$ cat src/rtl/chip_vector_sequencer.sv
// Clocked stimulus/response sequencer for a combinational chip model: sweeps every
// {p1,p2} input combination, waits SETTLE cycles, and emits (vector, response) records.
module chip_vector_sequencer #(
  parameter int P1_W   = 6,
  parameter int P2_W   = 4,
  parameter int SETTLE = 2
) (
  input  logic                 clk,
  input  logic                 reset,
  input  logic                 start,
  output logic [P1_W-1:0]      p1_out,
  output logic [P2_W-1:0]      p2_out,
  input  logic                 p1y_in,
  input  logic                 p2y_in,
  output logic                 res_valid,
  input  logic                 res_ready,
  output logic [P1_W-1:0]      res_p1,
  output logic [P2_W-1:0]      res_p2,
  output logic                 res_p1y,
  output logic                 res_p2y,
  output logic                 busy,
  output logic                 done,
  output logic [P1_W+P2_W:0]   rec_count
);

  localparam int VW = P1_W + P2_W;
  localparam int CW = VW + 1;
  localparam logic [7:0] SETTLE_M1 = 8'(SETTLE - 1);

  typedef enum logic [1:0] {S_IDLE, S_SETTLE, S_REPORT, S_DONE} state_t;

  state_t        state_q, state_d;
  logic [7:0]    cnt_q, cnt_d;
  // {p1,p2} as one word: a single increment gives p2 as the inner loop, p1 as the outer.
  logic [VW-1:0] vec_q, vec_d;
  logic [VW-1:0] res_vec_q, res_vec_d;
  logic          res_p1y_q, res_p1y_d;
  logic          res_p2y_q, res_p2y_d;
  logic          res_valid_q, res_valid_d;
  logic [CW-1:0] rec_count_q, rec_count_d;

  // NOTE: sequential state uses non-blocking assignments so every register samples
  // the pre-edge values of the others, independent of statement order.
  always_ff @(posedge clk) begin
    if (reset) begin
      state_q     <= S_IDLE;
      cnt_q       <= '0;
      vec_q       <= '0;
      res_vec_q   <= '0;
      res_p1y_q   <= 1'b0;
      res_p2y_q   <= 1'b0;
      res_valid_q <= 1'b0;
      rec_count_q <= '0;
    end else begin
      state_q     <= state_d;
      cnt_q       <= cnt_d;
      vec_q       <= vec_d;
      res_vec_q   <= res_vec_d;
      res_p1y_q   <= res_p1y_d;
      res_p2y_q   <= res_p2y_d;
      res_valid_q <= res_valid_d;
      rec_count_q <= rec_count_d;
    end
  end

  // NOTE: every signal written here gets a hold default first, so no path leaves
  // one unassigned and no latch is inferred.
  always_comb begin
    state_d     = state_q;
    cnt_d       = cnt_q;
    vec_d       = vec_q;
    res_vec_d   = res_vec_q;
    res_p1y_d   = res_p1y_q;
    res_p2y_d   = res_p2y_q;
    res_valid_d = res_valid_q;
    rec_count_d = rec_count_q;

    unique case (state_q)
      S_IDLE, S_DONE: begin
        if (start) begin
          vec_d       = '0;
          cnt_d       = SETTLE_M1;
          rec_count_d = '0;
          state_d     = S_SETTLE;
        end
      end
      S_SETTLE: begin
        if (cnt_q != 8'd0) begin
          cnt_d = cnt_q - 8'd1;
        end else begin
          res_vec_d   = vec_q;
          res_p1y_d   = p1y_in;
          res_p2y_d   = p2y_in;
          res_valid_d = 1'b1;
          state_d     = S_REPORT;
        end
      end
      S_REPORT: begin
        if (res_valid_q && res_ready) begin
          res_valid_d = 1'b0;
          rec_count_d = rec_count_q + CW'(1);
          if (&vec_q) begin
            vec_d   = '0;
            state_d = S_DONE;
          end else begin
            vec_d   = vec_q + VW'(1);
            cnt_d   = SETTLE_M1;
            state_d = S_SETTLE;
          end
        end
      end
      default: state_d = S_IDLE;
    endcase
  end

  assign p1_out    = vec_q[VW-1:P2_W];
  assign p2_out    = vec_q[P2_W-1:0];
  assign res_p1    = res_vec_q[VW-1:P2_W];
  assign res_p2    = res_vec_q[P2_W-1:0];
  assign res_p1y   = res_p1y_q;
  assign res_p2y   = res_p2y_q;
  assign res_valid = res_valid_q;
  assign busy      = (state_q == S_SETTLE) || (state_q == S_REPORT);
  assign done      = (state_q == S_DONE);
  assign rec_count = rec_count_q;

endmodule

$ cat config.mk
export PLATFORM = sky130hd
export DESIGN_NAME = chip_vector_sequencer
export DESIGN_NICKNAME = d
export VERILOG_FILES = /design/src/rtl/chip_vector_sequencer.sv
export SDC_FILE = /design/constraint.sdc
export NUM_CORES = 1
export LEC_CHECK = 0
export ABC_CLOCK_PERIOD_IN_PS = 2500
export CORE_MARGIN = 3
export CORE_UTILIZATION = 50
export DETAILED_ROUTE_END_ITERATION = 8
export PLACE_DENSITY = 0.87
export SETUP_SLACK_MARGIN = 0.15
export SLEW_MARGIN = 30
export SYNTH_ARGS = -nofsm -noshare
export SYNTH_HDL_FRONTEND = slang
export SYNTH_SLANG_ARGS = --single-unit
$ cat constraint.sdc
create_clock -name clk -period 2.5 [get_ports clk]
set_input_delay 0.25 -clock clk [delete_from_list [all_inputs] [get_ports clk]]
set_output_delay 0.25 -clock clk [all_outputs]
set_load 0.005 [all_outputs]
==> flow_metrics.tcl <==
set metrics [dict create \
    finalNonFillerCells 350 \
    final_nets 313 \
    start_util_pct 53.24 \
    power.density_nw_per_um2 792.2 \
    cts.sinks 44 \
    worstPathMaxFanout 11 \
    irDropWorstVdd_mv 0.5478 \
    die_width_um 72.20 \
    row_count 23 \
    ant_nets 0 \
    synth_area_um2 2191 \
    synth_area_per_cell_um2 8.459 \
    end_kind "flop" \
    clock_latency_ns 0.30 \
    clk_root_buffer_cell "clkbuf_8" \
    setup-tns-final_ns 0 \
    ctsHoldBuffers 0 \
    dpl.hpwl_mm 3.641 \
    crit_required_ns 2.66 \
    synthDistinctLibCells 46 \
    finalSetupViolations 0 \
    grt_pass1_wl_mm 8.749 \
    final_hold_viol_count 0 \
    synth_flop_cell "dfxtp_1" \
    arrival_ns 2.27 \
    crit_chain "inv_1, ha_1, mux2_4, nand2_1, o21ai_1, nor2_1" \
    synth_top_cell_area_share_pct 40.21 \
    cp_top_family "compound AO/OA/AOI/OAI gates" \
    drv_cap 0 \
    drt_wl_total_mm 5.265 \
    diodes 0 \
    seq_area_frac_synth_pct 40.21 \
    outcome "finished clean" \
    numPortBuffers 41 \
    vias 2074 \
    syn_inst 259 \
    post-place-cells 342 \
    drcViolationCount 0 \
    antenna_found_initial 0 \
    worst_path_max_delay_cell "o21ai_1" \
    rsz0062_at_grt "false" \
    grt.overflow.total 0 \
    drtPass1Iterations 4 \
    vias_per_cell 5.926 \
    worst_pin_slew_ns 0.7766 \
    max_freq_mhz 473.9 \
    min_period_ns 2.110 \
    yosys_warnings 0 \
    fin_crit_sh_pct 84.40 \
    grt_pass1_vias 1945 \
    path_buf_inv 1 \
    die_area_um2 5212 \
    cts_made_buffers 5 \
    drtIter0Drc 189 \
    cpPeakStageDelay_ns 0.62 \
    slew_viol_final 0 \
    synth_area_leaders "dfxtp_1, a21oi_1, nand2_1, ha_1, nand4_1" \
    clock_skew_ns 0.003920 \
    power_w 0.002150 \
    dp_slack_ns 0.3512 \
    fillers 347 \
    worstSetupPathType "reg2reg" \
    grt_usage_pct 21.06 \
    synth_area_leader_cell "dfxtp_1" \
    wl_per_cell_um 15.04 \
    clock_path_buffers 2 \
    gp_congestion 0.9083 \
    die_y_um 72.20 \
    io_pins 42 \
    async_reset_ff_share_pct 0 \
    grt_max_degree 26 \
    area_growth_pct 23.87 \
    start_kind "flop" \
    slew_headroom_pct 47.88 \
    synth-seq-cells 44 \
    setup_slack_ns 0.3900 \
    synth_fp_nets 273 \
    cts_tree "built" \
    clkTransAtPathRegs_ns 0.08 \
    core_um2 4115 \
    h-tree-depth 2 \
    hp-class "reg2reg" \
    leakagePower_nw 0.9045 \
    layout-drive-gt1-share_pct 8.000 \
    synth-edff-count 0 \
]
## worst paths after layout
| check | from | to | depth (start not counted) | slack (ns) |
|---|---|---|---|---|
| setup / recovery | state_q[0] | rec_count[3] | 6 | 0.39 |
| hold / removal | res_vec_q[2] | res_vec_q[2] | 2 | 0.45 |
| setup reg to reg | state_q[0] | rec_count[3] | 6 | 0.39 |
| hold reg to reg | res_vec_q[2] | res_vec_q[2] | 2 | 0.45 |
## metrics by stage
step                instance area [um2]  utilization [%]  hold WS [ns]
global route                       2714            65.95        0.4801
finish                             2714            65.95        0.4523
global placement                   2618            63.61        0.4377
floorplan                          2191                -        0.3905
CTS                                2711            65.89        0.4534
detailed placement                 2618            63.61        0.4430
## cell usage in the layout (no fill, tap or decap), types with 2 or more instances in the layout
cell type / netlist / routed
a21oi_1: 30 / 30
a31oi_1: 2 / 2
and2_1: 4 / 4
and3_4: 3 / 3
and4_1: 3 / 3
and4_4: 2 / 2
buf_4: 1 / 3
clkbuf_8: 0 / 6
clkdlybuf4s50_1: 0 / 41
dfxtp_1: 44 / 44
ha_1: 8 / 8
inv_1: 9 / 9
nand2_1: 37 / 36
nand3_1: 10 / 10
nand4_1: 12 / 12
nor2_1: 16 / 16
nor3_1: 3 / 3
nor4_1: 5 / 5
o211ai_1: 2 / 2
o21ai_0: 10 / 10
o21ai_1: 2 / 2
o31ai_1: 3 / 3
o32ai_1: 2 / 2
o41ai_1: 5 / 5
or3_1: 9 / 9
or4_1: 2 / 2
xor2_1: 7 / 7
## cell usage after synthesis (all sizes together), types with 2 or more instances
cell type and n:
dfxtp 44, nand2 37, a21oi 30, nor2 16, nand4 13, o21ai 12
nand3 10, inv 9, or3 9, ha 8, nor4 7, xor2 7
clkbuf 6, and4 5, buf 5, o41ai 5, and2 4, and3 4
nor3 3, o31ai 3, a31oi 2, o211ai 2, o32ai 2, or4 2
## power breakdown
group / switching, W / internal (W) / total (W) / leakage [nW]
clock: 0.000244 / 0.000225 / 0.000469 / 0.0445
combinational: 0.000488 / 0.000327 / 0.000816 / 0.504
sequential: 0.0000932 / 0.000773 / 0.000866 / 0.356
## cells by family after synthesis
group | after synthesis | synth area share, %
buffers and inverters | 21 | 4.854
muxes | 2 | 1.142
adders and majority gates | 8 | 4.569
AOI/OAI and AO/OA | 63 | 17.59
xor gates and xnor gates | 8 | 3.198
DFF | 44 | 40.21
and+or+nand+nor | 113 | 28.44
## sequential cells by signal, summed over array words and instances, names as in the netlist
name       cells
rec_count     11
res_vec_q     10
vec_q         10
cnt_q          8
state_q        2
res_p1y        1
res_p2y        1
res_valid      1
## layout make-up
| type | count | area, um2 | share of cell area, % |
|---|---|---|---|
| clock buffers | 7 | 86.33 | 3.181 |
| clock inverters | 1 | 7.507 | 0.2766 |
| inverters | 10 | 37.54 | 1.383 |
| multi-input cells | 194 | 1206 | 44.44 |
| flip-flops and latches | 44 | 880.8 | 32.46 |
| well taps | 50 | 62.56 | 2.305 |
| repair buffers | 44 | 432.9 | 15.95 |
## metal layers
| layer | routed length (um) | GRT usage, % |
|---|---|---|
| met1 | 2399 | 27.06 |
| met2 | 2390 | 33.37 |
| met3 | 405 | 6.787 |
| met4 | 69 | 7.098 |
| met5 | 0 | 0 |
## tightest hold or removal path, cell delays in order, from the launching register on
cell and delay (ns):
dfxtp_1 0.31, nand2_1 0.05, a21oi_1 0.05
## repair_timing
action,in CTS,in global routing
resized for setup,0,1
setup buffers,0,0
setup endpoints to repair,0,1
No activity file was read; power rests on OpenSTA's default activity.
